<file path="config.mk">
export PLATFORM = sky130hd
export DESIGN_NAME = mac_array_ctrl
export DESIGN_NICKNAME = d
export VERILOG_FILES = /design/src/rtl/mac_array_ctrl.sv
export SDC_FILE = /design/constraint.sdc
export NUM_CORES = 1
export LEC_CHECK = 0
export BUFFER_PORTS_ARGS = -buffer_cell sky130_fd_sc_hd__buf_2
export CAP_MARGIN = 40
export CORE_UTILIZATION = 39
export CTS_CLUSTER_SIZE = 8
export DETAILED_ROUTE_END_ITERATION = 16
export PLACE_DENSITY = 0.8
export SLEW_MARGIN = 15
export SYNTH_ARGS = -nofsm -noshare
export SYNTH_HDL_FRONTEND = slang
export SYNTH_SLANG_ARGS = --single-unit
</file>
<file path="constraint.sdc">
create_clock -name clk -period 2.3 [get_ports clk]
set_input_delay 0.23 -clock clk [delete_from_list [all_inputs] [get_ports clk]]
set_output_delay 0.23 -clock clk [all_outputs]
set_load 0.005 [all_outputs]
</file>
<file path="src/rtl/mac_array_ctrl.sv">
// Sequencer that streams key then query vectors from a 1-cycle-latency SRAM into mac_array.
// Optional K-reuse (skip LOAD_K/GAP when keys are already resident): define MAC_ARRAY_CTRL_KREUSE_EN.
module mac_array_ctrl #(
    parameter int TOTAL_K   = 8,
    parameter int TOTAL_Q   = 8,
    parameter int BW        = 8,
    parameter int COL       = 8,
    parameter int ADDR_W    = 6,
    parameter int GAP_CYC   = 21,
    parameter int DRAIN_CYC = 21
) (
    input  logic                clk,
    input  logic                reset,
    input  logic                start,
    input  logic [ADDR_W-1:0]   k_base,
    input  logic [ADDR_W-1:0]   q_base,
`ifdef MAC_ARRAY_CTRL_KREUSE_EN
    input  logic                reuse_k,
`endif
    output logic                busy,
    output logic                done,
    output logic                mem_rd_en,
    output logic [ADDR_W-1:0]   mem_addr,
    input  logic [BW*COL-1:0]   mem_rdata,
    output logic [BW*COL-1:0]   mac_in,
    output logic [1:0]          mac_inst,
    input  logic [TOTAL_K-1:0]  mac_fifo_wr,
    output logic [7:0]          psum_cnt
);

    localparam int CNT_W = 16;
    // A zero-length gap/drain still dwells one cycle in its state.
    localparam logic [CNT_W-1:0] K_LAST     = CNT_W'(TOTAL_K - 1);
    localparam logic [CNT_W-1:0] Q_LAST     = CNT_W'(TOTAL_Q - 1);
    localparam logic [CNT_W-1:0] GAP_LAST   = CNT_W'((GAP_CYC   > 0) ? GAP_CYC   - 1 : 0);
    localparam logic [CNT_W-1:0] DRAIN_LAST = CNT_W'((DRAIN_CYC > 0) ? DRAIN_CYC - 1 : 0);

    typedef enum logic [2:0] {
        S_IDLE, S_LOAD_K, S_GAP, S_EXEC_Q, S_DRAIN, S_DONE
    } state_t;

    state_t             state_q, state_d;
    logic [CNT_W-1:0]   cnt_q, cnt_d;
    logic [ADDR_W-1:0]  k_base_q, k_base_d, q_base_q, q_base_d;
    logic [1:0]         inst_q, inst_d;
    logic [7:0]         psum_q, psum_d;
    logic               take_start, skip_k;

    assign take_start = (state_q == S_IDLE) && start;

`ifdef MAC_ARRAY_CTRL_KREUSE_EN
    logic kvalid_q, kvalid_d;
    assign skip_k   = reuse_k && kvalid_q;
    assign kvalid_d = kvalid_q || ((state_q == S_LOAD_K) && (cnt_q == K_LAST));

    always_ff @(posedge clk or posedge reset) begin
        if (reset) kvalid_q <= 1'b0;
        else       kvalid_q <= kvalid_d;
    end
`else
    assign skip_k = 1'b0;
`endif

    always_comb begin
        state_d   = state_q;
        cnt_d     = cnt_q;
        inst_d    = 2'b00;
        mem_rd_en = 1'b0;
        mem_addr  = '0;
        busy      = (state_q != S_IDLE) && (state_q != S_DONE);
        done      = (state_q == S_DONE);
        case (state_q)
            S_IDLE: begin
                if (start) begin
                    cnt_d   = '0;
                    state_d = skip_k ? S_EXEC_Q : S_LOAD_K;
                end
            end
            S_LOAD_K: begin
                mem_rd_en = 1'b1;
                mem_addr  = k_base_q + ADDR_W'(cnt_q);
                inst_d    = 2'b01;
                cnt_d     = (cnt_q == K_LAST) ? '0 : cnt_q + 1'b1;
                if (cnt_q == K_LAST) state_d = S_GAP;
            end
            S_GAP: begin
                cnt_d = (cnt_q >= GAP_LAST) ? '0 : cnt_q + 1'b1;
                if (cnt_q >= GAP_LAST) state_d = S_EXEC_Q;
            end
            S_EXEC_Q: begin
                mem_rd_en = 1'b1;
                mem_addr  = q_base_q + ADDR_W'(cnt_q);
                inst_d    = 2'b10;
                cnt_d     = (cnt_q == Q_LAST) ? '0 : cnt_q + 1'b1;
                if (cnt_q == Q_LAST) state_d = S_DRAIN;
            end
            S_DRAIN: begin
                cnt_d = (cnt_q >= DRAIN_LAST) ? '0 : cnt_q + 1'b1;
                if (cnt_q >= DRAIN_LAST) state_d = S_DONE;
            end
            S_DONE:  state_d = S_IDLE;
            default: state_d = S_IDLE;
        endcase
    end

    always_comb begin
        k_base_d = take_start ? k_base : k_base_q;
        q_base_d = take_start ? q_base : q_base_q;
        psum_d   = psum_q;
        if (take_start)
            psum_d = 8'd0;
        else if (mac_fifo_wr[TOTAL_K-1] && (psum_q != 8'hFF))
            psum_d = psum_q + 8'd1;
    end

    always_ff @(posedge clk or posedge reset) begin
        if (reset) begin
            state_q  <= S_IDLE;
            cnt_q    <= '0;
            k_base_q <= '0;
            q_base_q <= '0;
            inst_q   <= 2'b00;
            psum_q   <= 8'd0;
        end else begin
            state_q  <= state_d;
            cnt_q    <= cnt_d;
            k_base_q <= k_base_d;
            q_base_q <= q_base_d;
            inst_q   <= inst_d;
            psum_q   <= psum_d;
        end
    end

    // inst trails the read strobe by the SRAM latency so each code lines up with its vector.
    assign mac_inst = inst_q;
    assign mac_in   = (inst_q != 2'b00) ? mem_rdata : '0;
    assign psum_cnt = psum_q;

endmodule

</file>
# Yosys cells after proc, flatten, opt, wreduce, memory -nomap -nowiden
# Index checks and enable logic that the tools add are counted.
# W data, S select, Z words.
# totals
register_bits,41
in_bits,87
word_cells,52
output_inout_bits,83
# op_classes
muxes,16
n_addsub,4
n_reduce_logical,12
eq_ne,13
n_lt_le_gt_ge,1
# op_table
cell,n
$mux W64,1
$mux W16,3
$pmux W16 S3,1
$add A16 B1 Y16 const B,1
$eq A16 B3 Y1 const B,1
$ge A16 B5 Y1 const B,1
$mux W8,2
$mux W3,5
$pmux W3 S5,1
$add A6 B6 Y6,2
$pmux W6 S2,1
$ne A2 B2 Y1 const B,5
$add A8 B1 Y8 const B,1
$ne A8 B8 Y1 const B,1
$eq A3 B2 Y1 const B,2
$eq A3 B3 Y1 const B,2
$reduce_bool A3 Y1,2
$reduce_and A5 Y1,1
$pmux W2 S2,1
$reduce_bool A2 Y1,2
$reduce_or A2 Y1,2
$eq A3 B1 Y1 const B,1
$logic_and A1 B1 Y1,3
$logic_not A3 Y1,1
3 further kinds,3

# Longest topological paths before layout
# depth
ltp_word,4
mapped_depth,14

# Worst setup path after synthesis
# OpenSTA, ideal clock, no wires.
# synth_timing
path_kind,reg2out
from,register state_q[2]
to,output mem_addr[5]
setup_slack_ps,-311
path_buffers,1
required_ps,2070
arrival_time_ps,2381
path_stages_with_launch,13
path_cell_list,dfrtp_1 buf_2 inv_1 nand2_1 inv_1 nand2_1 mux2_2 ha_1 a21o_1 a21oi_1 o21ai_0 xnor2_1 nor2_1
# synth_between
elab_chain_cells,2
word_cells_on_any_way,3
# synth_lines
element,line,text
from (decl),42,"state_t state_q, state_d;"
from (signal assigned),125,state_q <= state_d;
$eq A3 B2 Y1 / $eq A3 B1 Y1 (equally long branches),72,case (state_q)
$pmux W6 S2 *,72,
to (decl),23,"output logic [ADDR_W-1:0] mem_addr,"
# Every way passes the cells marked *; elsewhere a longest branch is shown, timed or not.

# Final worst setup path
# layout_timing
from,register state_q[2]
to,output mem_addr[4]
# Same word-level chain as after synthesis.

==> impl_metrics.csv <==
group,metric,value,unit
status,status,"finished with violations",
status,violations,"setup timing",
final_layout,fillers,563,
timing,setup_viol,5,
placement,port_buffers,162,
synthesis,yosysTopAreaCell,"dfrtp_1",
synthesis,synth_ff_type,"dfrtp_1",
power_and_ir_drop,ir_drop,792,uV
synthesis,synthCells,302,
clock_tree,hold_buffers,0,
power_and_ir_drop,swShare,42.5,%
synthesis,synth.area.top_cells,"dfrtp_1 38%, nor2b_1 15%, mux2_2 7.1%, ha_1 3.7%, xor2_1 3.6%",
floorplan,num_rows,29,
final_layout,drive_above_1_share,47.7,%
power_and_ir_drop,p_per_area,1310,nW/um2
timing,worstMarginPinSlew,0.594,ns
floorplan,io_pins,170,
clock_tree,cts_made_buffers,5,
synthesis,async_flop_share,100,%
drt,via_per_inst,5.12,
floorplan,start_util,41.4,%
synthesis,syn_area_per_cell,8.96,um2
final_layout,fin_nets,577,
drt,dr.pass1.iters,4,
global_route,grt_overflow,0,
final_layout,area_delta_synth_final,47.5,%
clock_tree,htreeDepth,2,
clock_tree,clk_path_buf_depth,2,
floorplan,die-area,7280,um2
critical_path,end_kind,"primary output",
power_and_ir_drop,switchingPower,2220,uW
power_and_ir_drop,seqPwrFrac,26.2,%
critical_path,crit_slowest_cell,"dfrtp_1",
synthesis,synth_simple_gate_area_share,31.7,%
timing,post-route-period-util,115,%
critical_path,worst_setup_path_start_kind,"flop",
timing,fmax,377,MHz
clock_tree,path_clk_slew,0.09,ns
floorplan,die_h,85.3,um
drt,initialDrtViolationCount,139,
drt,detail-route-antenna-nets,0,
power_and_ir_drop,power,5230,uW
power_and_ir_drop,p_clk_share,12.0,%
clock_tree,cts_sinks,41,
final_layout,final_area,3990,um2
critical_path,path_class,"flop to primary output",
final_layout,final_util,61.1,%
final_layout,n_antenna_cell,0,
clock_tree,clk_latency,0.31,ns
drt,vias,2860,
global_route,grt_pass1_wl,13300,um
synthesis,synthesis.area,2710,um2
global_route,track_usage,23.6,%
global_route,grt_max_degree,65,
final_layout,mostFrequentLayoutCell,"buf_2",
critical_path,crit_buf_inv,5,
timing,slew_headroom,60.0,%
clock_tree,cts_root_buf,"clkbuf_8",
floorplan,die_w,85.3,um
power_and_ir_drop,share_comb_of_total_power,61.9,%
timing,maxSlewViolCount,0,
timing,skew,0.0166,ns
drt,avgRoutedWirePerCell,16.3,um
run,maxCapViolCount,0,
synthesis,synth_compound_area_share,9.15,%
synthesis,synth_xor_area_share,5.18,%
synthesis,synthesis.nets,398,
floorplan,core,6530,um2
power_and_ir_drop,p_leak,0.00205,uW
timing,fin_ws,-0.350,ns
synthesis,yosysWarnings,0,
global_route,grt_pass1_vias,2630,
critical_path,slowest_delay,0.40,ns
timing,hold_viol,0,
final_layout,final_cell_mix,"162 x buf_2, 64 x nor2b_1, 41 x dfrtp_1",
critical_path,worst_ep_arrival_time,2.42,ns
critical_path,crit_path_max_fanout,4,
critical_path,crit_family,"flip-flops",
power_and_ir_drop,internal_power,3010,uW
placement,place.gp.congestion,0.926,
placement,place_area,3720,um2
global_route,grt_antenna_before_repair,0,
drt,routed_wl,9100,um
drt,drc,0,
synthesis,synth_mux_area_share,8.18,%
synthesis,synth_edf_count,0,
synthesis,synth-seq-cells,41,
synthesis,synth_fa_ha_area_share,4.44,%
synthesis,yosys.area.top_type_share,37.9,%
critical_path,cp.required,2.07,ns
placement,dp_hpwl,7050,um
synthesis,synth_top_family_by_area,"simple AND/OR/NAND/NOR gates",
placement,dp_slack,-0.0228,ns
clock_tree,cts_tree,"built",
synthesis,yosysSeqAreaShare,37.9,%
min_path,min_path_type,"input pin to asynchronous set/reset pin",
timing,min_period,2.65,ns
critical_path,path_cells,"inv_2 > nand2_4 > inv_4 > nand2_4 > mux2_4 > ha_4 > inv_2 > fa_2 > inv_1 > a21o_1 > a21oi_2 > xor2_1 > nor2_1 > buf_2",
timing,rsz0062_at_grt,"yes",
synthesis,synth_cell_types,39,
## synthesized netlist by cell type (4+ instances only)
cell      number
nor2b_1       64
dfrtp_1       41
nor2_1        20
mux2_2        17
nand2_1       17
nand3_1       16
o21ai_0       15
inv_1         11
xor2_1        11
a21oi_1        8
ha_1           8
clkbuf_1       7
a21o_1         6
and3_1         5
buf_2          5
nand4_1        5
nor4_1         5
xnor2_1        5
or3_1          4
## worst reg2reg max path, cell delays in order (launching register included)
cell	delay [ns]
dfrtp_1	0.40
buf_4	0.13
buf_4	0.12
buf_4	0.15
nand2b_1	0.16
a21o_1	0.21
o22a_1	0.27
or4_1	0.53
o221ai_1	0.09
## power groups by stage
stage | clock network, uW | registers (uW) | logic (uW)
floorplan | 0 | 1250 | 1690
global placement | 0 | 1330 | 2750
detailed placement | 0 | 1340 | 2830
CTS | 625 | 1360 | 3120
global route | 668 | 1410 | 3560
finish | 625 | 1370 | 3230
## worst paths after layout
check | startpoint | end | slack, ns | cells past startpoint
worst max-delay path | state_q[2] | mem_addr[4] | -0.35 | 14
worst min-delay path | reset | psum_cnt[7] | 0.03 | 3
worst max register to register | state_q[2] | cnt_q[6] | 0.14 | 8
worst min register to register | q_base_q[5] | q_base_q[5] | 0.51 | 1
max in group asynchronous | reset | cnt_q[2] | 1.89 | 3
min in group clk | q_base[3] | q_base_q[3] | 0.15 | 2
## sequential cells by signal, summed over array words and instances, names as in the netlist
signal    cells
state_q       3
cnt_q        16
k_base_q      6
mac_inst      2
psum_cnt      8
q_base_q      6
## final cells by class
class / instances / area, um2 / share of cell area (%)
well taps: 77 / 96.3 / 2.41
multi-input cells: 238 / 1720 / 43.0
repair buffers: 184 / 988 / 24.8
inverters: 11 / 43.8 / 1.10
flip-flops and latches: 41 / 1030 / 25.7
clock buffers: 6 / 82.6 / 2.07
clock inverters: 2 / 37.5 / 0.940
## what timing repair did
item | CTS | global route
buffers inserted | 3 | 4
gates resized for setup | 13 | 3
pin swaps | 11 | 8
endpoints found under the setup margin | 5 | 5
endpoints found under the hold margin | 0 | 0
## per-layer routing
metal	track usage [%]	routed length (um)	vias to the layer above	share of wire [%]
met3	3.21	512	12	5.6
met4	6.21	129	0	1.4
met1	28.5	3560	1361	39
met5	0	0	-	0
li1	-	-	1383	-
met2	44.1	4900	104	54
## metrics by stage
stage	setup TNS [ns]	instances	hold WS (ns)
2_1_floorplan	0	302	0.382
3_3_place_gp	0	544	0.381
3_5_place_dp	-0.0367	544	0.384
4_1_cts	-0.996	555	0.0567
5_1_grt	-1.76	559	0.0915
6_report	-1.22	559	0.0278
## cell families after synthesis
logic type                 Yosys count
xor gates and xnor gates            16
and+or+nand+nor                    153
muxes                               20
adders and majority gates            9
buffers and inverters               23
DFF                                 41
AOI/OAI and AO/OA                   40
Note: power is estimated with default switching activity, not from simulation.
